[src/rtl/seq_divider_20by10.sv]
// Sequential unsigned restoring divider: 2N-bit dividend by N-bit divisor, one quotient bit per clock.
// Handshake: start is taken only in IDLE with done low; busy is high from the accept edge to the result edge, and done pulses once.
module seq_divider_20by10 #(
    parameter int N = 10
) (
    input  logic           clk,
    input  logic           rst,
    input  logic           start,
    input  logic [2*N-1:0] Y,
    input  logic [N-1:0]   B,
    output logic           busy,
    output logic           done,
    output logic [2*N-1:0] Q,
    output logic [N-1:0]   R,
    output logic           dz,
    output logic [1:0]     dbg_state
);

    localparam int CW = $clog2(2 * N);

    typedef enum logic [1:0] {
        IDLE = 2'd0,
        RUN  = 2'd1,
        DZ   = 2'd2,
        FIN  = 2'd3
    } state_t;

    state_t          state;
    logic [2*N-1:0]  dvd;
    logic [N-1:0]    div;
    logic [N-1:0]    rem;
    logic [CW-1:0]   cnt;

    logic [N:0]      rem_sh;
    logic            q_bit;
    logic [N-1:0]    rem_nx;
    logic [2*N-1:0]  dvd_nx;
    logic            last_iter;

    // The partial remainder stays below div, so the N-bit subtraction result is exact.
    always_comb begin
        rem_sh    = {rem, dvd[2*N-1]};
        q_bit     = (rem_sh >= {1'b0, div});
        rem_nx    = q_bit ? (rem_sh[N-1:0] - div) : rem_sh[N-1:0];
        dvd_nx    = {dvd[2*N-2:0], q_bit};
        last_iter = (cnt == CW'(2 * N - 1));
    end

    assign dbg_state = state;

    always_ff @(posedge clk or posedge rst) begin
        if (rst) begin
            state <= IDLE;
            busy  <= 1'b0;
            done  <= 1'b0;
            Q     <= '0;
            R     <= '0;
            dz    <= 1'b0;
            dvd   <= '0;
            div   <= '0;
            rem   <= '0;
            cnt   <= '0;
        end else begin
            done <= 1'b0;
            case (state)
                IDLE: begin
                    if (start && !done) begin
                        dvd   <= Y;
                        div   <= B;
                        rem   <= '0;
                        cnt   <= '0;
                        busy  <= 1'b1;
                        state <= (B == '0) ? DZ : RUN;
                    end
                end
                RUN: begin
                    // The dividend register doubles as the quotient shift register.
                    dvd <= dvd_nx;
                    rem <= rem_nx;
                    cnt <= cnt + CW'(1);
                    if (last_iter) begin
                        Q     <= dvd_nx;
                        R     <= rem_nx;
                        dz    <= 1'b0;
                        done  <= 1'b1;
                        busy  <= 1'b0;
                        state <= FIN;
                    end
                end
                DZ: begin
                    Q     <= '1;
                    R     <= dvd[N-1:0];
                    dz    <= 1'b1;
                    done  <= 1'b1;
                    busy  <= 1'b0;
                    state <= IDLE;
                end
                FIN: begin
                    state <= IDLE;
                end
                default: begin
                    state <= IDLE;
                end
            endcase
        end
    end

endmodule

[config.mk]
export PLATFORM = sky130hd
export DESIGN_NAME = seq_divider_20by10
export DESIGN_NICKNAME = d
export VERILOG_FILES = /design/src/rtl/seq_divider_20by10.sv
export SDC_FILE = /design/constraint.sdc
export NUM_CORES = 1
export LEC_CHECK = 0
export CAP_MARGIN = 10
export CORE_AREA = 2 2 91 93
export CTS_CLUSTER_DIAMETER = 100
export DETAILED_ROUTE_END_ITERATION = 16
export DIE_AREA = 0 0 93 95
export PLACE_DENSITY_LB_ADDON = 0.08
export SLEW_MARGIN = 20
export SYNTH_ARGS = -nofsm -noshare
export SYNTH_HDL_FRONTEND = slang
export SYNTH_SLANG_ARGS = --single-unit
[constraint.sdc]
create_clock -name clk -period 3.7 [get_ports clk]
set_input_delay 0.74 -clock clk [delete_from_list [all_inputs] [get_ports clk]]
set_output_delay 0.74 -clock clk [all_outputs]
set_load 0.05 [all_outputs]
==> impl_metrics.yaml, run 1 <==
yosys:
  synthFlopType: "dfrtp_1"
  synth_nets: 455
  ys_async_sr_fraction_pct: 100
  yosysTopAreaCellShare_pct: 49.5
  synth_cells: 407
  ys_ff_latch: 80
  netlist_top_cells_count: "80 x dfrtp_1, 42 x nand2_1, 41 x a21oi_1"
  ys.warnings.count: 0
  synthTopCellsByArea: "dfrtp_1 49%, mux2i_1 5.7%, a21oi_1 5.1%, ha_1 4.3%, nand2_1 3.9%"
  synth_area_leader_cell: "dfrtp_1"
  synth_most_common_cell: "dfrtp_1"
  synth_edf_count: 0
  synth.avg_cell_area_sq_um: 9.95
  synth_seq_area_share_pct: 49.5
  synth_area_sq_um: 4050
  yosysUniqueCellTypes: 50
sta:
  fmax_mhz: 366
  rsz0062_at_grt: "no"
  tightest_slew_ns: 0.777
  hold_viol: 0
  postLayoutSetupSlackWorst_ns: 0.968
  finalSetupTns_ns: 0
  slew_violations: 0
  fin_crit_sh_pct: 73.8
  min_period_ns: 2.73
  fin_skew_ns: 0.00685
  timing.slew.headroom_pct: 48.2
  hold_slack_ns: 0.489
  finalSetupViolCount: 0
layout:
  final_nets: 520
  n_fill_cell: 687
  syn2layout_area_growth_pct: 24.0
  final_layout_size_suffix_gt1_share_pct: 6.11
  diodes: 0
  fin_area_sq_um: 5020
  final_cell_count_no_fill: 580
hold_path:
  hold_path.class: "reg2reg"
  hold_start: "rem[9]"
  min_to: "rem[9]"
  hold_depth: 2
clock_tree:
  cts_max_path_buffers: 2
  clock-sinks: 80
  cts_resized: 0
  htreeDepth: 3
  post_cts_buffers: 0
  cts_tree: "done"
  cts-buffers-inserted: 9
  clock_latency_ns: 0.34
  cts-root-buf: "clkbuf_8"
  hold_buffers: 0
  clkTransAtPathRegs_ns: 0.08
power_and_ir_drop:
  leakagePower_nw: 2.13
  powerDensity_nw_per_um2: 1080
  max-vdd-ir-drop_v: 0.000531
placed_design:
  dp_hpwl_microns: 7300
  dp.cells: 566
  port-buffer-count: 67
  placed_cell_area_sq_um: 4830
  place_ws_ns: 0.962
  gp_congestion: 0.860
route:
  drt-total-wl_microns: 9950
  drtPass1Iterations: 5
  wl_per_cell_microns: 17.2
  num_vias: 3341
  drc_errors: 0
  drt-initial-drc-count: 185
  viasPerCell: 5.76
  ant_nets: 0
global_routing:
  grt_max_degree: 42
  overflow: 0
  grt_pass1_wl_microns: 16200
  antenna_found_initial: 0
  grt_pass1_vias: 3283
  grt.total_usage_pct: 24.0
worst_setup_path:
  critical_path.slowest_cell: "a21oi_2"
  critPathCaptureType: "flip-flop"
  r2r-start: "rem[4]"
  cp_max_fo: 11
  r2r_slack_ns: 0.97
  cp_data_arrival_time_ns: 2.95
  slowest_delay_ns: 0.66
  reg2reg_to: "R[9]"
  r2r_cells: 7
  cp.required_ns: 3.92
  cp-start-kind: "flip-flop"
  path_cells: "ha_1 -> nand2_1 -> o21ai_0 -> o41ai_4 -> a21oi_2 -> mux2i_1 -> o22ai_1"
  critical_path_class: "reg2reg"
floorplan:
  die_area_sq_um: 8840
  die_h_microns: 95
  rows: 33
  fp.dieW_microns: 93
  core_area_sq_um: 7930
  io_pins: 68
  floorplan.initialDensity_pct: 51.1
run_status:
  status: "complete, no violations"
job:
  drv_cap: 0
power breakdown:
part	switching, W	internal (W)	leakage (nW)	total [W]
clock network	0.000299	0.000340	0.0973	0.000639
logic	0.00199	0.00123	1.10	0.00322
registers	0.000300	0.00128	0.940	0.00158
flip-flops by register name, summed over array words and instances (netlist names), 2 cells and up:
name,count
cnt,5
div,10
rem,10
dbg_state,2
R,10
Q,20
dvd,20
stage by stage:
stage	total power, W	utilization, %
final	0.00544	63.3
after global routing	0.00582	63.3
after CTS	0.00545	63.3
after detailed placement	0.00479	60.9
after global placement	0.00472	60.9
after floorplan	0.00389	-
worst max-delay path: cells and delay by family (launching register included):
family | cells | cell delay [ns]
DFF | 1 | 0.40
adders and majority gates | 1 | 0.41
AOI/OAI and AO/OA | 4 | 1.30
muxes | 1 | 0.39
and+or+nand+nor | 1 | 0.10
worst max path at each step:
stage | start | depth (start not counted) | end
final | rem[4] | 7 | R[9]
after global routing | rem[4] | 7 | R[9]
after CTS | rem[4] | 7 | R[9]
after detailed placement | rem[4] | 7 | R[9]
after global placement | rem[3] | 7 | rem[9]
after floorplan | rst | 1 | Q[0]
cells by family (layout without fill, tap and decap cells):
| logic type | after synthesis | count (layout) | share of synthesized area (%) |
|---|---|---|---|
| AO/OA/AOI/OAI | 129 | 129 | 20.8 |
| XOR/XNOR | 7 | 7 | 1.51 |
| adder cells (fa/ha/maj) | 15 | 15 | 4.82 |
| buffers and inverters | 45 | 113 | 4.73 |
| flip-flops | 80 | 80 | 49.5 |
| multiplexers | 24 | 24 | 6.06 |
| AND/OR/NAND/NOR | 107 | 107 | 12.6 |
cell type report:
class | count | area, sq um | share of cell area [%]
Clock buffer | 11 | 151 | 3.02
Clock inverter | 3 | 42.5 | 0.847
Inverter | 25 | 95.1 | 1.89
Multi-Input combinational cell | 282 | 1860 | 37.1
Sequential cell | 80 | 2000 | 39.9
Tap cell | 105 | 131 | 2.62
Timing Repair Buffer | 74 | 736 | 14.7
layout by cell type, fill, tap and decap left out, types with 3 or more instances in the layout:
cell type and n:
inv_1 24, clkbuf_8 11, a21oi_1 41, nand3b_1 4
ha_1 14, o21ai_0 26, dfrtp_1 80, o21ai_1 9
xor2_1 4, a222oi_1 4, and2_1 5, a31oi_1 7
nor2_1 34, buf_4 6, a221o_1 15, a21o_1 3
o22ai_1 4, clkdlybuf4s50_1 67, mux2i_1 23, or3_1 8
xnor2_1 3, nand2_1 42
metal layers:
layer,part of all wire [%],vias to the layer above,GRT usage [%]
li1,-,1592,-
met1,46,1623,31.6
met2,46,104,36.9
met3,4.8,22,4.79
met4,3.5,0,14.1
met5,0,-,0
Power figures use the tool's default switching activity.
==> run 2, diff against run 1 <==
--- a/config.mk
+++ b/config.mk
@@ -6,10 +6,10 @@
 export NUM_CORES = 1
 export LEC_CHECK = 0
 export CAP_MARGIN = 10
-export CORE_AREA = 2 2 91 93
+export CORE_AREA = 2 2 95 97
 export CTS_CLUSTER_DIAMETER = 100
 export DETAILED_ROUTE_END_ITERATION = 16
-export DIE_AREA = 0 0 93 95
+export DIE_AREA = 0 0 97 99
 export PLACE_DENSITY_LB_ADDON = 0.08
 export SLEW_MARGIN = 20
 export SYNTH_ARGS = -nofsm -noshare
==> constraint.sdc (replaced) <==
create_clock -name clk -period 2.3 [get_ports clk]
set_input_delay 0.46 -clock clk [delete_from_list [all_inputs] [get_ports clk]]
set_output_delay 0.46 -clock clk [all_outputs]
set_load 0.05 [all_outputs]
==> impl_metrics.yaml, run 2 (synthesis gave the netlist of run 1 again) <==
placed_design:
  gp_congestion: 0.855
  port-buffer-count: 67
  placed_cell_area_sq_um: 5030
  place_ws_ns: 0.0330
  dp_hpwl_microns: 7500
clock_tree:
  cts_tree: "done"
  hold_buffers: 0
  clock_latency_ns: 0.34
  clkTransAtPathRegs_ns: 0.09
  cts_max_path_buffers: 2
  clock-sinks: 80
  cts-root-buf: "clkbuf_8"
  htreeDepth: 3
  cts-buffers-inserted: 9
worst_setup_path:
  critical_path.slowest_cell: "dfrtp_1"
  critical_path_class: "reg2reg"
  cp_data_arrival_time_ns: 2.43
  cp.required_ns: 2.56
  crit_cells: 8
  r2r_slack_ns: 0.13
  cp-start-kind: "flip-flop"
  reg2reg_to: "R[0]"
  r2r-start: "div[6]"
  crit_family: "compound AO/OA/AOI/OAI gates"
  crit_buf_inv: 2
  r2r_cells: 8
  slowest_delay_ns: 0.38
  path_cells: "inv_2 -> ha_2 -> a21o_1 -> o41ai_4 -> a21oi_2 -> buf_4 -> mux2_4 -> a21oi_1"
  critPathCaptureType: "flip-flop"
  crit_path_end: "R[0]"
  crit_start: "div[6]"
  cp_max_fo: 6
floorplan:
  io_pins: 68
  core_area_sq_um: 8550
  fp.dieW_microns: 97
  rows: 34
  die_area_sq_um: 9600
  die_h_microns: 99
  floorplan.initialDensity_pct: 47.3
sta:
  min_period_ns: 2.17
  finalSetupViolCount: 0
  fin_crit_sh_pct: 94.2
  finalSetupTns_ns: 0
  timing.slew.headroom_pct: 53.4
  postLayoutSetupSlackWorst_ns: 0.134
  tightest_slew_ns: 0.699
  slew_violations: 0
  hold_viol: 0
  fin_skew_ns: 0.0104
  fmax_mhz: 462
layout:
  n_fill_cell: 740
  fin_area_sq_um: 5300
  final_nets: 546
  layout_commonest_cell: "dfrtp_1"
  final_cell_mix: "80 x dfrtp_1, 67 x clkdlybuf4s50_1, 42 x nand2_1, 41 x a21oi_1, 34 x nor2_1"
  diodes: 0
  final_layout_size_suffix_gt1_share_pct: 12.5
  reg_top3: "Q x20, dvd x20"
  syn2layout_area_growth_pct: 30.8
global_routing:
  grt_pass1_wl_microns: 17600
  grt_pass1_vias: 3444
  grt.total_usage_pct: 22.8
  grt_max_degree: 81
  antenna_found_initial: 0
  overflow: 0
route:
  ant_nets: 0
  wl_per_cell_microns: 17.0
  drc_errors: 0
  drt-initial-drc-count: 174
  viasPerCell: 5.44
  drt-total-wl_microns: 10400
  drtPass1Iterations: 4
  num_vias: 3324
power_and_ir_drop:
  leakagePower_nw: 2.28
  powerDensity_nw_per_um2: 1770
  max-vdd-ir-drop_v: 0.000891
run_status:
  status: "complete, no violations"
hold_path:
  hold_path.class: "reg2reg"
job:
  drv_cap: 0
==> run 2: how the worst min path moves through the flow <==
stage                     startpoint  endpoint  slack (ns)  depth (start not counted)
final                             dz        dz        0.50                          1
after global routing              dz        dz        0.53                          1
after CTS                         dz        dz        0.50                          1
after detailed placement          dz        dz        0.47                          1
after global placement            dz        dz        0.46                          1
after floorplan               div[0]    div[0]        0.45                          2
==> run 2: final cells by class <==
class / count / area (sq um) / share of cell area, %
flip-flops and latches: 80 / 2000 / 37.8
multi-input cells: 282 / 1890 / 35.6
repair buffers: 100 / 943 / 17.8
clock buffers: 12 / 155 / 2.93
well taps: 108 / 135 / 2.55
inverters: 25 / 97.6 / 1.84
clock inverters: 4 / 76.3 / 1.44
==> run 2: metrics by stage <==
step                      utilization (%)  instances  power [W]  hold WS (ns)
after floorplan                         -        407    0.00625         0.450
after global placement               58.9        594    0.00808         0.464
after detailed placement             58.9        594    0.00813         0.466
after CTS                            61.6        610    0.00935         0.499
after global routing                 61.9        611     0.0101         0.534
final                                61.9        611    0.00938         0.501
==> run 2: routing by layer <==
metal	share of wire (%)	vias up	GRT usage [%]
met3	4.3	8	4.75
met2	47	69	36.0
met4	1.4	0	9.32
met5	0	-	0
li1	-	1654	-
met1	48	1593	30.9
==> run 2: repair_timing <==
action / 4_1_cts / 5_1_grt
setup endpoints to repair: 0 / 17
resized for setup: 0 / 9
setup buffers: 0 / 1
==> run 2: report_power, final <==
group / internal, W / switching (W)
sequential: 0.00205 / 0.000452
combinational: 0.00235 / 0.00333
clock: 0.000674 / 0.000519
==> variant 1, RTL diff (config.mk and constraints of run 2) <==
Change the parameter `N` from 10 to 11.
--- a/src/rtl/seq_divider_20by10.sv
+++ b/src/rtl/seq_divider_20by10.sv
@@ -1,7 +1,7 @@
 // Sequential unsigned restoring divider: 2N-bit dividend by N-bit divisor, one quotient bit per clock.
 // Handshake: start is taken only in IDLE with done low; busy is high from the accept edge to the result edge, and done pulses once.
 module seq_divider_20by10 #(
-    parameter int N = 10
+    parameter int N = 11
 ) (
     input  logic           clk,
     input  logic           rst,
Ports: changed (resized B, Q, R and Y); port bits go from 68 to 74. No check against the original RTL was run, so the function may have changed too.
==> variant 1 against run 2 <==
  * Design area is 6.9% higher
  * Die area stayed put
  * Combinational power is 2% lower
  * Sequential cell count is 7 higher
  * Via count is 7.8% higher
  * Clock power is 16% lower
  * Routed wire length is 1.9% higher
  * Power is 0.85% lower
  * Clock skew is 0.0023 ns lower
  * Worst setup slack worse by 0.11 ns
  * Area after synthesis is 7.4% higher
  * Non-clock buffer count is 1 higher
  * Hold slack worse by 0.026 ns
==> variant 1: results (changes against run 2) <==
The run finished with clean final reports. The run gives 5350 sq um (was 5030 sq um) as the cell area after placement. The end-of-flow core utilization is 66.2% (was 61.9%), and the highest fanout seen on the critical path is 2 (was 6). The slack of the worst reg-to-reg path was 0.02 ns (was 0.13 ns). Wire length of the first global-routing pass: 17800 um (was 17600 um). The final RePlAce weighted congestion was 0.861 (was 0.855). Cell family contributing the most delay on the critical path: adder cells (was compound AO/OA/AOI/OAI gates). Commonest cells in the synthesized netlist: sky130_fd_sc_hd__dfrtp_1, sky130_fd_sc_hd__nand2_1, sky130_fd_sc_hd__o21ai_0, sky130_fd_sc_hd__a21oi_1, sky130_fd_sc_hd__mux2i_1 (was sky130_fd_sc_hd__dfrtp_1, sky130_fd_sc_hd__nand2_1, sky130_fd_sc_hd__a21oi_1, sky130_fd_sc_hd__nor2_1, sky130_fd_sc_hd__o21ai_0). The global-route met3 utilization came out at 3.62% (was 4.75%). The fraction of the mapped netlist area in compound gates works out to 16.0% (was 20.8%).

Destination of the worst register-to-register timing path: rem[10] (was R[0]). The fraction of the mapped netlist area in adder cells works out to 5.07% (was 4.82%). The via density per instance is 5.45 (was 5.44), and the post-route non-filler standard cell count is 658 (was 611). The overall global routing resource usage is 23.0% (was 22.8%), and the register fraction of the total cell area is 38.4% (was 37.8%). The tools report the startpoint of the worst register-to-register path as dvd[21] (was div[6]). Transition at the pin with the smallest max-transition slack: 0.707 ns (was 0.699 ns). The fraction of layout cells with a size suffix above 1 was 15.5% (was 12.5%); the number of fillers in the final layout was 703 (was 740). Count of buffers not belonging to the clock network in the layout: 101 (was 100).

The run gives 88 (was 81) as the maximum number of pins on one net before global-route repair. Cells taking the most area after synthesis: sky130_fd_sc_hd__dfrtp_1, sky130_fd_sc_hd__o21ai_0, sky130_fd_sc_hd__nand2_1, sky130_fd_sc_hd__mux2i_1, sky130_fd_sc_hd__ha_1 (was sky130_fd_sc_hd__dfrtp_1, sky130_fd_sc_hd__mux2i_1, sky130_fd_sc_hd__a21oi_1, sky130_fd_sc_hd__ha_1, sky130_fd_sc_hd__nand2_1). The routed length per placed instance works out to 16.1 um (was 17.0 um). The fraction of area in clock buffers and inverters was 3.23% (was 4.37%).
variant 1: cell count changes after synthesis, moves of 7 or more:
cell,change
sky130_fd_sc_hd__a21oi_1,-16
sky130_fd_sc_hd__dfrtp_1,+7
sky130_fd_sc_hd__nor2_1,-12
sky130_fd_sc_hd__o21ai_0,+39
sky130_fd_sc_hd__or3_1,-8
sky130_fd_sc_hd__a221o_1,-15
sky130_fd_sc_hd__mux2_2,+12
sky130_fd_sc_hd__nand2_1,+43
variant 1: metal layers:
metal	share of wire [%]	wire, um	vias to the layer above
met5	0	0	-
met4	1.9	200	0
met3	3.6	379	13
met2	50	5280	81
met1	45	4720	1736
li1	-	-	1754
variant 1: worst max path at each step:
stage | from | endpoint | slack [ns] | cells after the start
2_1_floorplan | dvd[21] | R[7] | 0.01 | 10
3_3_place_gp | dvd[21] | R[10] | -0.05 | 10
3_5_place_dp | dvd[21] | rem[10] | -0.17 | 10
4_1_cts | div[7] | R[8] | 0.01 | 10
5_1_grt | dvd[21] | rem[10] | -0.11 | 11
6_report | dvd[21] | rem[10] | 0.02 | 11
variant 1: what timing repair did:
action / 4_1_cts / 5_1_grt
pin swaps: 2 / 11
gates cloned: 1 / 0
setup buffers: 0 / 1
endpoints found under the setup margin: 21 / 23
gates resized for setup: 6 / 25
variant 1: power by group through the flow:
stage | Sequential (mW) | Clock (mW) | Combinational [mW]
floorplan | 3.66 | 0 | 2.60
global placement | 2.74 | 0 | 5.18
detailed placement | 2.76 | 0 | 5.28
CTS | 2.73 | 1.02 | 5.38
global route | 2.83 | 1.09 | 6.06
finish | 2.73 | 0.994 | 5.57
==> variant 2, RTL diff (settings of run 2) <==
Without the edit above. Reset style: synchronous (`rst`), changed in one clocked block.
--- a/src/rtl/seq_divider_20by10.sv
+++ b/src/rtl/seq_divider_20by10.sv
@@ -48,7 +48,7 @@
 
     assign dbg_state = state;
 
-    always_ff @(posedge clk or posedge rst) begin
+    always_ff @(posedge clk) begin
         if (rst) begin
             state <= IDLE;
             busy  <= 1'b0;
Behaviour: differs if rst is asserted again (counterexample within 4 cycles, from zero or initial values and one cycle with rst high); with rst held inactive, the same outputs for 10 cycles.
==> variant 2 against run 2 <==
  * Count of clock-buffer cells in the layout shrank 1
  * Power is essentially flat
  * Combinational power is essentially flat
  * Area after synthesis shrank 2.6%
  * Sequential power shrank 7%
  * Worst setup slack lost 0.0087 ns
  * Sequential cell count is the same
  * Design area shrank 4.7%
  * Non-clock buffer count shrank 19
  * Routed wire length shrank 3.5%
  * Clock skew shrank 0.0013 ns
  * Critical path type unchanged
==> variant 2: results (changes against run 2) <==
The flow ran to the end, and the final reports show no timing, DRC or antenna violations. The global-route track usage on met2 is 35.3% (was 36.0%), and the worst-case vdd ir drop is 887 uV (was 891 uV). Half-perimeter wire length of the detailed placement result: 7160 um (was 7500 um). The tools report the global-route met3 utilization as 4.96% (was 4.75%). The run gives 4800 um (was 4950 um) as the total routed wire length on the met1 layer. Launch point of the worst hold path: dz (unchanged).

The shortest clock period the worst path allows after layout is 2.17 ns (about the same), and the fraction of layout cells with a size suffix above 1 is 7.94% (was 12.5%). The overall global routing resource usage is 21.5% (was 22.8%), and the via density per instance is 5.56 (was 5.44). The logs give 572 (was 546) for the net count reported at finish and 464 (was 407) for the post-synthesis cell count. Static power due to leakage: 2.01 nW (was 2.28 nW). Cells taking the most area after synthesis: sky130_fd_sc_hd__dfxtp_1, sky130_fd_sc_hd__mux2i_1, sky130_fd_sc_hd__nor2_1, sky130_fd_sc_hd__ha_1, sky130_fd_sc_hd__a211oi_1 (was sky130_fd_sc_hd__dfrtp_1, sky130_fd_sc_hd__mux2i_1, sky130_fd_sc_hd__a21oi_1, sky130_fd_sc_hd__ha_1, sky130_fd_sc_hd__nand2_1). The logs give 185 (was 174) for the iteration-0 DRC count of the detailed router and 2.46 ns (was 2.43 ns) for the arrival time of data at the critical path endpoint. The fraction of the mapped netlist area in adder cells works out to 4.95% (was 4.82%).

The tools report the startpoint of the worst register-to-register path as div[1] (was div[6]). For the switching power summed over all nets, the log shows 4.29 mW (was 4.30 mW). The tools report the final RePlAce weighted congestion as 0.892 (was 0.855). The maximum number of pins on one net before global-route repair is 41 (was 81), and the fraction of the mapped netlist area in compound gates is 20.2% (was 20.8%). The worst hold path stage count is 2 (was 1), and the clock skew after layout is 0.00913 ns (was 0.0104 ns).

The run gives 40.6% (was 49.5%) as the share of synthesized area occupied by flip-flops and latches. Cell with the largest stage delay on the worst path: sky130_fd_sc_hd__or4_1 (was sky130_fd_sc_hd__dfrtp_1). The cell area after placement is 4750 sq um (was 5030 sq um), and the met2 layer wire length in the routed design is 4720 um (was 4850 um). Commonest cells in the synthesized netlist: sky130_fd_sc_hd__nor2_1, sky130_fd_sc_hd__dfxtp_1, sky130_fd_sc_hd__mux2i_1, sky130_fd_sc_hd__nand2_1, sky130_fd_sc_hd__a21oi_1 (was sky130_fd_sc_hd__dfrtp_1, sky130_fd_sc_hd__nand2_1, sky130_fd_sc_hd__a21oi_1, sky130_fd_sc_hd__nor2_1, sky130_fd_sc_hd__o21ai_0). The logs give 51 (was 50) for the count of different cell masters after synthesis and 0.0810 ns (was 0.0330 ns) for the placement-stage worst setup slack. The wire length of the first global-routing pass is 16800 um (was 17600 um). The logs give 512 (was 455) for the net count of the mapped netlist and 5 (was 4) for the length of the first detailed-routing pass in iterations. The via count of the first global-routing pass is 3430 (was 3444). Routed length per placed instance: 15.7 um (was 17.0 um). For the met1 track demand over resource, the log shows 28.1% (was 30.9%).
==> variant 2: final cells by class <==
class                   instances  area [sq um]  area share (%)
clock buffers                  11           141            2.80
inverters                      16          60.1            1.19
flip-flops and latches         80          1600            31.7
multi-input cells             336          2180            43.2
repair buffers                 81           800            15.8
well taps                     108           135            2.68
clock inverters                 5           128            2.53
==> variant 2: power by group through the flow <==
stage	Combinational, mW	Clock, mW	Sequential (mW)
4_1_cts	5.53	1.41	2.32
3_5_place_dp	5.50	0	2.35
3_3_place_gp	5.46	0	2.34
6_report	5.68	1.37	2.32
2_1_floorplan	3.23	0	3.10
5_1_grt	6.21	1.46	2.40
==> variant 2: timing repair <==
action	CTS	global route
endpoints found under the setup margin	0	16
hold buffers	0	0
hold endpoints to repair	0	0
gates resized for setup	0	10
